--- config.mk ---
export PLATFORM = sky130hd
export DESIGN_NAME = clint_timer
export DESIGN_NICKNAME = d
export VERILOG_FILES = /design/src/rtl/clint_pkg.sv /design/src/rtl/clint_prescaler.sv /design/src/rtl/clint_timer.sv
export SDC_FILE = /design/constraint.sdc
export NUM_CORES = 1
export LEC_CHECK = 0
export ABC_AREA = 1
export CAP_MARGIN = 20
export CORE_UTILIZATION = 60
export DETAILED_ROUTE_END_ITERATION = 10
export PLACE_DENSITY = 0.78
export REMOVE_ABC_BUFFERS = 1
export SYNTH_ARGS = -nofsm -noshare
export SYNTH_HDL_FRONTEND = slang
export SYNTH_SLANG_ARGS = --single-unit
--- constraint.sdc ---
create_clock -name clk -period 8.4 [get_ports clk]
set_clock_uncertainty 0.1 [all_clocks]
set_input_delay 1.68 -clock clk [delete_from_list [all_inputs] [get_ports clk]]
set_output_delay 1.68 -clock clk [all_outputs]
set_load 0.1 [all_outputs]
--- src/rtl/clint_pkg.sv ---
// Shared definitions for the CLINT subset: register offsets within the
// CLINT window and the MCAUSE interrupt codes the exception unit uses when
// it takes the software or timer interrupt.
package clint_pkg;

    // Byte offsets of the 32-bit registers inside the CLINT window
    localparam logic [15:0] CLINT_MSIP        = 16'h0000;
    localparam logic [15:0] CLINT_MTIMECMP_LO = 16'h4000;
    localparam logic [15:0] CLINT_MTIMECMP_HI = 16'h4004;
    localparam logic [15:0] CLINT_MTIME_LO    = 16'hBFF8;
    localparam logic [15:0] CLINT_MTIME_HI    = 16'hBFFC;

    // MCAUSE exception codes (interrupt bit set separately by the core)
    localparam logic [3:0] MCAUSE_MSI = 4'd3;
    localparam logic [3:0] MCAUSE_MTI = 4'd7;

    // Reset value of mtimecmp: never matches, so no timer interrupt at boot
    localparam logic [63:0] MTIMECMP_RST = 64'hFFFF_FFFF_FFFF_FFFF;

endpackage

--- src/rtl/clint_prescaler.sv ---
// Divides clk down to the mtime increment rate.
//   clk  : clock
//   rst  : asynchronous active-high reset
//   tick : high for one cycle every PRESCALE cycles (every cycle if PRESCALE=1)
module clint_prescaler #(
    parameter int unsigned PRESCALE = 1
) (
    input  logic clk,
    input  logic rst,
    output logic tick
);

    logic [15:0] cnt_q;
    logic [15:0] cnt_d;

    // Tick is asserted while the counter sits at its last value
    assign tick  = (cnt_q == 16'(PRESCALE - 1));
    assign cnt_d = tick ? 16'd0 : cnt_q + 16'd1;

    always_ff @(posedge clk or posedge rst) begin
        if (rst) begin
            cnt_q <= 16'd0;
        end else begin
            cnt_q <= cnt_d;
        end
    end

endmodule

--- src/rtl/clint_timer.sv ---
// Memory-mapped machine timer and software interrupt source (CLINT subset).
//   clk, rst           : clock, asynchronous active-high reset
//   mem_req/we/addr    : single-cycle bus request, byte offset in the window
//   mem_wdata          : full-word write data
//   mem_rdata/ack/err  : registered response, one cycle after the request
//   msip_irq, mtip_irq : registered pending bits
//   interrupt          : OR of the two pending bits
module clint_timer
    import clint_pkg::*;
#(
    parameter int unsigned PRESCALE = 1,
    parameter int unsigned ADDR_W   = 16
) (
    input  logic              clk,
    input  logic              rst,
    input  logic              mem_req,
    input  logic              mem_we,
    input  logic [ADDR_W-1:0] mem_addr,
    input  logic [31:0]       mem_wdata,
    output logic [31:0]       mem_rdata,
    output logic              mem_ack,
    output logic              mem_err,
    output logic              msip_irq,
    output logic              mtip_irq,
    output logic              interrupt
);

    logic        tick;
    logic        msip_q, msip_d;
    logic [63:0] mtimecmp_q, mtimecmp_d;
    logic [63:0] mtime_q, mtime_d;
    logic [31:0] rdata_q, rdata_d;
    logic        ack_q, err_q, mtip_q;
    logic        ack_d, err_d, mtip_d;

    logic sel_msip, sel_cmp_lo, sel_cmp_hi, sel_mt_lo, sel_mt_hi;
    logic acc_err, wr_ok;
    logic [31:0] rd_val;

    clint_prescaler #(
        .PRESCALE(PRESCALE)
    ) u_prescaler (
        .clk (clk),
        .rst (rst),
        .tick(tick)
    );

    // Address decode; upper offset bits beyond 16 must be zero to hit
    assign sel_msip   = (mem_addr == ADDR_W'(CLINT_MSIP));
    assign sel_cmp_lo = (mem_addr == ADDR_W'(CLINT_MTIMECMP_LO));
    assign sel_cmp_hi = (mem_addr == ADDR_W'(CLINT_MTIMECMP_HI));
    assign sel_mt_lo  = (mem_addr == ADDR_W'(CLINT_MTIME_LO));
    assign sel_mt_hi  = (mem_addr == ADDR_W'(CLINT_MTIME_HI));

    assign acc_err = (mem_addr[1:0] != 2'b00) ||
                     !(sel_msip || sel_cmp_lo || sel_cmp_hi || sel_mt_lo || sel_mt_hi);
    assign wr_ok   = mem_req && mem_we && !acc_err;

    always_comb begin
        rd_val = 32'd0;
        if (sel_msip)   rd_val = {31'd0, msip_q};
        if (sel_cmp_lo) rd_val = mtimecmp_q[31:0];
        if (sel_cmp_hi) rd_val = mtimecmp_q[63:32];
        if (sel_mt_lo)  rd_val = mtime_q[31:0];
        if (sel_mt_hi)  rd_val = mtime_q[63:32];
    end

    always_comb begin
        msip_d     = msip_q;
        mtimecmp_d = mtimecmp_q;
        mtime_d    = tick ? mtime_q + 64'd1 : mtime_q;

        if (wr_ok && sel_msip)   msip_d = mem_wdata[0];
        if (wr_ok && sel_cmp_lo) mtimecmp_d[31:0]  = mem_wdata;
        if (wr_ok && sel_cmp_hi) mtimecmp_d[63:32] = mem_wdata;

        // A half-write overrides the tick for that half and blocks any carry
        // between halves; the low half still counts when only HI is written.
        if (wr_ok && sel_mt_lo)  mtime_d = {mtime_q[63:32], mem_wdata};
        if (wr_ok && sel_mt_hi)  mtime_d = {mem_wdata, mtime_q[31:0] + {31'd0, tick}};

        ack_d   = mem_req;
        err_d   = mem_req && acc_err;
        rdata_d = (mem_req && !mem_we && !acc_err) ? rd_val : 32'd0;

        // Compared on current register values, so a mtimecmp write
        // reaches mtip_irq two cycles after its request
        mtip_d  = (mtime_q >= mtimecmp_q);
    end

    always_ff @(posedge clk or posedge rst) begin
        if (rst) begin
            msip_q     <= 1'b0;
            mtimecmp_q <= MTIMECMP_RST;
            mtime_q    <= 64'd0;
            rdata_q    <= 32'd0;
            ack_q      <= 1'b0;
            err_q      <= 1'b0;
            mtip_q     <= 1'b0;
        end else begin
            msip_q     <= msip_d;
            mtimecmp_q <= mtimecmp_d;
            mtime_q    <= mtime_d;
            rdata_q    <= rdata_d;
            ack_q      <= ack_d;
            err_q      <= err_d;
            mtip_q     <= mtip_d;
        end
    end

    assign mem_rdata = rdata_q;
    assign mem_ack   = ack_q;
    assign mem_err   = err_q;
    assign msip_irq  = msip_q;
    assign mtip_irq  = mtip_q;
    assign interrupt = msip_q | mtip_q;

endmodule
==> results of run 1 <==
==> final cells by class <==
type	instances	area [um^2]
well taps	275	344
repair buffers	95	966
flip-flops and latches	180	4580
multi-input cells	1433	7210
clock buffers	17	425
diodes	1	2.50
inverters	271	1020
fillers	1883	6550
clock inverters	15	186
==> Yosys cell counts, types with 3 or more instances <==
cell,number,area share
o21ai_0,77,0.029
dfrtp_1,116,0.22
buf_4,8,0.0045
buf_2,29,0.011
nand2_2,6,0.0028
xnor2_1,5,0.0033
a21oi_1,129,0.049
o21ai_1,62,0.023
inv_1,262,0.074
nor2_2,7,0.0033
nand3_1,104,0.039
o211ai_1,9,0.0051
xor2_1,48,0.032
dfstp_2,64,0.13
o221ai_1,30,0.020
clkbuf_2,11,0.0042
buf_1,6,0.0017
inv_2,8,0.0023
clkbuf_1,15,0.0043
and2_1,3,0.0014
nand4_1,29,0.014
nand3b_1,4,0.0023
buf_6,6,0.0051
nand2_1,537,0.15
ha_1,69,0.065
nor3_1,18,0.0068
nor4_1,3,0.0014
nor2_1,272,0.077
==> layer usage <==
metal	routed length (um)	vias up
li1	-	6319
met1	18000	6425
met2	20500	806
met3	4810	146
met4	1830	0
met5	0	-
==> per-stage QoR <==
| stage | setup slack (ns) | instance area [um^2] | cells | hold WS (ns) |
|---|---|---|---|---|
| 3_3_place_gp | 2.56 | 14100 | 2252 | 0.377 |
| 4_1_cts | 2.87 | 14700 | 2284 | 0.391 |
| 6_report | 2.59 | 14700 | 2287 | 0.394 |
| 3_5_place_dp | 2.41 | 14100 | 2252 | 0.379 |
| 2_1_floorplan | 1.84 | 12800 | 1884 | 0.353 |
| 5_1_grt | 2.54 | 14700 | 2286 | 0.412 |
==> logic make-up (layout without fill, tap and decap cells) <==
family                   Yosys count  in the layout  synth area share
AO/OA/AOI/OAI                    313            313             0.130
buffers and inverters            346            398             0.108
other                              0              1                 0
adder cells (fa/ha/maj)           69             69            0.0653
flip-flops                       180            180             0.347
AND/OR/NAND/NOR                  998            998             0.315
XOR/XNOR                          53             53            0.0351
==> state kept, by name, summed over array words and instances (netlist names) <==
name / flops
mem_ack: 1
mem_err: 1
mem_rdata: 32
msip_irq: 1
mtime_q: 64
mtimecmp_q: 64
mtip_irq: 1
u_prescaler.cnt_q: 16
==> critical path: cells and delay by family <==
family                 cells  cell delay (ns)
AND/OR/NAND/NOR            6             3.17
buffers and inverters      2             0.78
AO/OA/AOI/OAI              2             0.31
==> power breakdown <==
part	total (uW)	internal, uW	switching (uW)
sequential	894	876	18.4
clock	845	430	415
combinational	123	45.3	77.4
total	1860	1350	511
==> worst paths after layout <==
path,from,to,cells past startpoint
max,mem_addr[5],mtime_q[32],10
min,u_prescaler.cnt_q[0],u_prescaler.cnt_q[0],1
max reg2reg,u_prescaler.cnt_q[0],mtime_q[30],18
min reg2reg,u_prescaler.cnt_q[0],u_prescaler.cnt_q[0],1
max in group asynchronous,rst,mtime_q[39],3
min in group asynchronous,rst,mem_rdata[17],2
==> reports/results.ini, run 1 <==
[yosys]
synthArstFlopShare=1.00
synth_cell_types=41
syn_area_um2=13200
ys.flop_type=dfrtp_1
synth-edff-count=0
ys_ff_latch=180
synth_warnings=0
yosysSeqAreaShare=0.347
synth_cells=1959
avgSynthCellArea_um2=6.75

[route]
first_pass_iters=7
vias=13700
vias_per_cell=5.99
drc=0
antenna_left=0
drt-total-wl_um=45100
wl_per_cell_um=19.7
drtIter0Drc=1339

[hold_path]
hold_class=reg -> reg

[power]
power_density_nw_per_um2=126
total_power_uw=1860
peakVddDrop_v=0.000134
leakagePower_uw=0.00723

[timing]
setup_viol=0
fmax_mhz=172
finalHoldViolations=0
rsz0062_at_grt=no
post-route-period-util=0.692
setup_tns_ns=0
fin_crit_ns=5.81
worstMarginPinSlew_ns=1.11
slew_headroom=0.260
slew_violations=0

[clocking]
cts_setup_buffers=0
cts_buffer_depth=2
ctsHoldBuffers=0
cts_tree=done
root_buffer=clkbuf_16
clk_latency_ns=0.44
cts_buffers=17
htree_levels=4
clk_pin_slew_ns=0.08
cts_resized=0
cts.sinks=180

[global_routing]
globalRouteMet3Util=0.0839
busiest_layer=met2
grt_pass1_vias=12700
grt_pass1_wl_um=69100
grt_max_degree=108
grt_antenna_before_repair=1
met1_usage=0.534
grt.total_usage=0.409
grt_use_met2=0.657
grt-ovfl-total=0

[floorplan]
die_w_um=150
fp.dieH_um=150
dieArea_um2=22600
rows=53
initial_core_util=0.621
core_um2=21300
ios=89

[outcome]
outcome=complete, no violations

[layout]
drive_above_1_share=0.0691
mostFrequentLayoutCells=nand2_1 (537), nor2_1 (272), inv_1 (261), a21oi_1 (129), dfrtp_1 (116)
area_delta_synth_final_pct=11.5
layout_commonest_cell=nand2_1
utilization=0.692
fin_nets=2119

[place]
dp_hpwl_um=32600
gp_congestion=0.979
port_buffers=88

[critical_path]
cp-end-kind=register
path_class=in -> reg
cp.arrival_ns=6.00
start_kind=primary input
cp_slowest_stage_delay_ns=1.06
worstPathMaxFanout=45
r2r_slack_ns=4.71
crit_chain=clkdlybuf4s50_1, nand2_1, nor2_2, nand3_1, nor2_4, nand3_4, nand2_2, inv_2, o211ai_1, o21ai_0
slowest_stage=nand2_2
required_ns=8.60

[run]
cap_violations=0

No activity file was read; power rests on OpenSTA's default activity.
==> run 2: changes to the inputs <==
--- a/config.mk
+++ b/config.mk
@@ -7,9 +7,9 @@
 export LEC_CHECK = 0
 export ABC_AREA = 1
 export CAP_MARGIN = 20
-export CORE_UTILIZATION = 60
+export CORE_UTILIZATION = 55
 export DETAILED_ROUTE_END_ITERATION = 10
-export PLACE_DENSITY = 0.78
+export PLACE_DENSITY = 0.75
 export REMOVE_ABC_BUFFERS = 1
 export SYNTH_ARGS = -nofsm -noshare
 export SYNTH_HDL_FRONTEND = slang
==> constraint.sdc (replaced) <==
create_clock -name clk -period 5 [get_ports clk]
set_clock_uncertainty 0.1 [all_clocks]
set_input_delay 1 -clock clk [delete_from_list [all_inputs] [get_ports clk]]
set_output_delay 1 -clock clk [all_outputs]
set_load 0.1 [all_outputs]
==> reports/results.ini, run 2 (same netlist as run 1, synthesis figures left out) <==
[layout]
fin_nets=2127  ; +0.38%
fillers=2216  ; +18%
mostFrequentLayoutCells=nand2_1 (537), nor2_1 (272), inv_1 (261), a21oi_1 (129), dfrtp_1 (116)
layout_commonest_cell=nand2_1
design_area_um2=14800  ; +0.51%
area_delta_synth_final_pct=12.1
drive_above_1_share=0.0728  ; +0.00369

[critical_path]
cp.arrival_ns=4.01  ; -1.99 ns
cp_slowest_stage_delay_ns=0.53  ; -0.53 ns
worstPathMaxFanout=35  ; -22%
cp-end-kind=register
required_ns=5.24  ; -3.36 ns
crit_chain=clkdlybuf4s50_1, nand2_1, nor2_1, nand2_2, nor2_8, nand3_4, nand2_4, inv_2, nand2_4, o21ai_1, nor2_1, nor2_1
path_class=in -> reg
slowest_stage=nor2_8
r2r_slack_ns=1.34  ; -3.37 ns
start_kind=primary input
path_common_cell=nor2_1

[clocking]
cts_setup_buffers=0  ; unchanged
cts_resized=0  ; unchanged
cts_tree=done
cts.sinks=180  ; unchanged
cts_buffer_depth=2  ; unchanged
htree_levels=4  ; unchanged
root_buffer=clkbuf_16
ctsHoldBuffers=0  ; unchanged
cts_buffers=17  ; unchanged
clk_pin_slew_ns=0.07  ; about the same
clk_latency_ns=0.46  ; +0.02 ns

[global_routing]
grt.total_usage=0.377  ; -0.0323
grt-ovfl-total=0  ; unchanged
grt_antenna_before_repair=1  ; unchanged
grt_pass1_vias=12700  ; -0.24%
grt_pass1_wl_um=69400  ; +0.36%
grt_max_degree=122  ; +13%

[timing]
fin_crit_ns=3.77
slew_violations=0  ; unchanged
slew_headroom=0.337  ; +0.0776
fmax_mhz=265
setup_tns_ns=0  ; unchanged
rsz0062_at_grt=no
finalHoldViolations=0  ; unchanged
setup_viol=0  ; unchanged
hold_ws_ns=0.398  ; +0.00418 ns
worstMarginPinSlew_ns=0.991  ; -0.117 ns
post-route-period-util=0.755
worst_slack_ns=1.23  ; -1.36 ns

[place]
pre_cts_slack_ns=0.890  ; -1.51 ns
dp_hpwl_um=33400  ; +2.5%
port_buffers=88  ; unchanged
gp_congestion=0.967  ; -1.3%
postPlaceCellArea_um2=14200  ; +0.96%

[route]
wl_per_cell_um=19.3  ; -2.3%
vias=13500  ; -1.8%
drt-total-wl_um=45100  ; about the same
antenna_left=0  ; unchanged
drc=0  ; unchanged
drtIter0Drc=1049  ; -22%
first_pass_iters=5  ; -2
vias_per_cell=5.75  ; -4.0%

[floorplan]
core_um2=23500  ; +11%
ios=89  ; unchanged
die_w_um=157  ; +4.4%
dieArea_um2=24600  ; +9.0%
rows=56  ; +5.7%
initial_core_util=0.561  ; -0.0595
fp.dieH_um=157  ; +4.4%

[hold_path]
hold_class=reg -> reg

[outcome]
outcome=complete, no violations

[power]
leakagePower_uw=0.00725  ; +0.39%
power_density_nw_per_um2=209  ; +66%
total_power_uw=3100  ; +66%
peakVddDrop_v=0.000185  ; +38%

[run]
cap_violations=0  ; unchanged

run 2: changes by cell type in the layout (fill, tap and decap cells not counted), sizes merged:
cell      change
bufinv        -1
buf           +8
clkinv        +2
clkinvlp      -2
inv           +1
run 2: final timing paths:
path / start / to / cells after the start
max: mem_addr[2] / mtime_q[18] / 12
min: mtimecmp_q[0] / mtimecmp_q[0] / 2
max reg2reg: u_prescaler.cnt_q[0] / mtime_q[30] / 18
min reg2reg: mtimecmp_q[0] / mtimecmp_q[0] / 2
max in group asynchronous: rst / mtimecmp_q[15] / 3
min in group asynchronous: rst / mtime_q[35] / 2
run 2: worst max-delay path: cells and delay by family:
| family | cells | cell delay, ns |
|---|---|---|
| compound gates | 1 | 0.14 |
| buf+inv | 2 | 0.76 |
| simple gates | 9 | 2.09 |
run 2: metal layers:
metal,GRT usage,wire [um],vias up
li1,-,-,6346
met1,0.510,19100,6327
met2,0.594,20200,670
met3,0.0655,4220,111
met4,0.161,1610,0
met5,0,0,-
run 2: power breakdown:
group	internal [uW]	switching [uW]
registers	1470	32.5
clock network	671	719
logic	77.1	128
total	2220	880
run 2: area by class of cell:
| cell class | count | area [um^2] | area share |
|---|---|---|---|
| antenna | 1 | 2.50 | 0.000169 |
| clock buffer | 17 | 425 | 0.0287 |
| clock inverter | 15 | 159 | 0.0107 |
| inverter | 271 | 1020 | 0.0692 |
| multi-input combinational | 1433 | 7210 | 0.486 |
| sequential | 180 | 4580 | 0.309 |
| tap | 319 | 399 | 0.0269 |
| timing repair buffer | 103 | 1010 | 0.0684 |
run 2: metrics by stage:
stage | cells | util
2_1_floorplan | 1884 | -
3_3_place_gp | 2305 | 0.604
3_5_place_dp | 2305 | 0.604
4_1_cts | 2337 | 0.629
5_1_grt | 2338 | 0.629
6_report | 2339 | 0.629
==> edit, RTL diff (flow settings as in run 2) <==
Change the parameter `ADDR_W` from 16 to 18.
--- a/src/rtl/clint_timer.sv
+++ b/src/rtl/clint_timer.sv
@@ -10,5 +10,5 @@
 #(
     parameter int unsigned PRESCALE = 1,
-    parameter int unsigned ADDR_W   = 16
+    parameter int unsigned ADDR_W   = 18
 ) (
     input  logic              clk,
Ports: changed (resized mem_addr); port bits go from 89 to 91. The function was not compared with the original's and may differ.
==> edit against run 2 <==
- largest cell class unchanged
- routed wire length is 13% higher
- area after synthesis is 3.2% higher
- power is 0.85% lower
- setup slack worse by 400 ps
- highest routed layer unchanged
- non-clock buffer count is 13 higher
- sequential cell count stayed put
- hold slack worse by 6.0 ps
- critical endpoint is now mtime_q[40]
- cell area is 4.1% higher
==> edit: results (changes against run 2) <==
- Outcome: complete, no violations (unchanged)
- Hold path startpoint: mtimecmp_q[20] (was mtimecmp_q[0])
- Global routing usage on met2: 62.31% (was 59.37%)
- Logic pwr share: 5.1% (was 6.6%)
- Max VDD drop: 0.0001530 V (was 0.0001854 V)
- Synth Area in XOR/XNOR: 4.045% (was 3.513%)
- Synthesized-area fraction occupied by adder cells: 6.329% (was 6.533%)
- Layout cells sized above 1: 6.812% (was 7.281%)
- R2r endpoint: mtime_q[29] (was mtime_q[30])
- CP Max Fanout: 36 (was 35)
- Vias in the first global route: 14,019 (was 12,658)
- Synth area leaders: dfrtp_1, nand2_1, dfstp_2 (unchanged)
- ANT cells: 0 (was 1)
- Port bufs: 90 (was 88)
- Gr usage total: 40.50% (was 37.70%)
- M1 wire length: 20,750 microns (was 19,050 microns)
- CP arrival: 4450 ps (was 4010 ps)
- Post-Syn Instances: 2,100 (was 1,959)
- Largest net degree at the start of global routing: 92 (was 122)
- Slew margin rel.: 34.29% (was 33.73%)
- Total number of vias: 14,643 (was 13,454)
- Post-synthesis sequential area ratio: 33.61% (was 34.69%)
- Initial antenna violation count: 0 (was 1)
- Reg2Reg Setup Slack: 1530 ps (was 1340 ps)
- Hold endpoint: mtimecmp_q[20] (was mtimecmp_q[0])
- P per Cell Area: 199.3 mW/mm^2 (was 209.2 mW/mm^2)
- Met2 wire len: 22,280 microns (was 20,180 microns)
- Avg WL per Cell: 20.48 microns (was 19.27 microns)
- Met3 Resource Use GR: 8.961% (was 6.553%)
- RR Startpoint: u_prescaler.cnt_q[10] (was u_prescaler.cnt_q[0])
[edit: how the worst max path moves through the flow]
stage | startpoint | to | slack (ps) | cells past startpoint
6_report | mem_addr[2] | mtime_q[40] | 820 | 14
5_1_grt | mem_addr[2] | mtime_q[40] | 730 | 14
4_1_cts | mem_addr[2] | mtime_q[40] | 1020 | 14
3_5_place_dp | mem_addr[2] | mtime_q[38] | 640 | 14
3_3_place_gp | mem_addr[2] | mtime_q[37] | 820 | 14
2_1_floorplan | rst | mem_ack | -880 | 1
[edit: per-stage QoR]
| step | worst slack, ps | area (sq um) | TNS, ps | hold WS [ps] |
|---|---|---|---|---|
| floorplan | -881.0 | 13260 | -105030 | 365.7 |
| global route | 725.2 | 15420 | 0 | 407.6 |
| global placement | 819.2 | 14800 | 0 | 377.7 |
| CTS | 1024 | 15420 | 0 | 395.6 |
| finish | 824.2 | 15420 | 0 | 392.4 |
| detailed placement | 635.3 | 14800 | 0 | 384.0 |
[edit: worst min-delay path, cell delays in order (launching register included)]
cell     delay [ps]
dfstp_2         370
nand2_1          50
o21ai_0          70
[edit: cell type report]
| type | instances | area [sq um] | area share, % |
|---|---|---|---|
| clock buffer | 17 | 425.4 | 2.759 |
| clock inverter | 15 | 190.2 | 1.233 |
| inverter | 265 | 1002 | 6.500 |
| multi-input combinational | 1565 | 7691 | 49.88 |
| sequential | 180 | 4584 | 29.73 |
| tap | 324 | 405.4 | 2.629 |
| timing repair buffer | 116 | 1121 | 7.270 |
[edit: cell families after synthesis]
kind of cell	count (synthesis)
AND/OR/NAND/NOR	1132
flip-flops	180
XOR/XNOR	63
buffers and inverters	355
adder cells (fa/ha/maj)	69
AO/OA/AOI/OAI	301
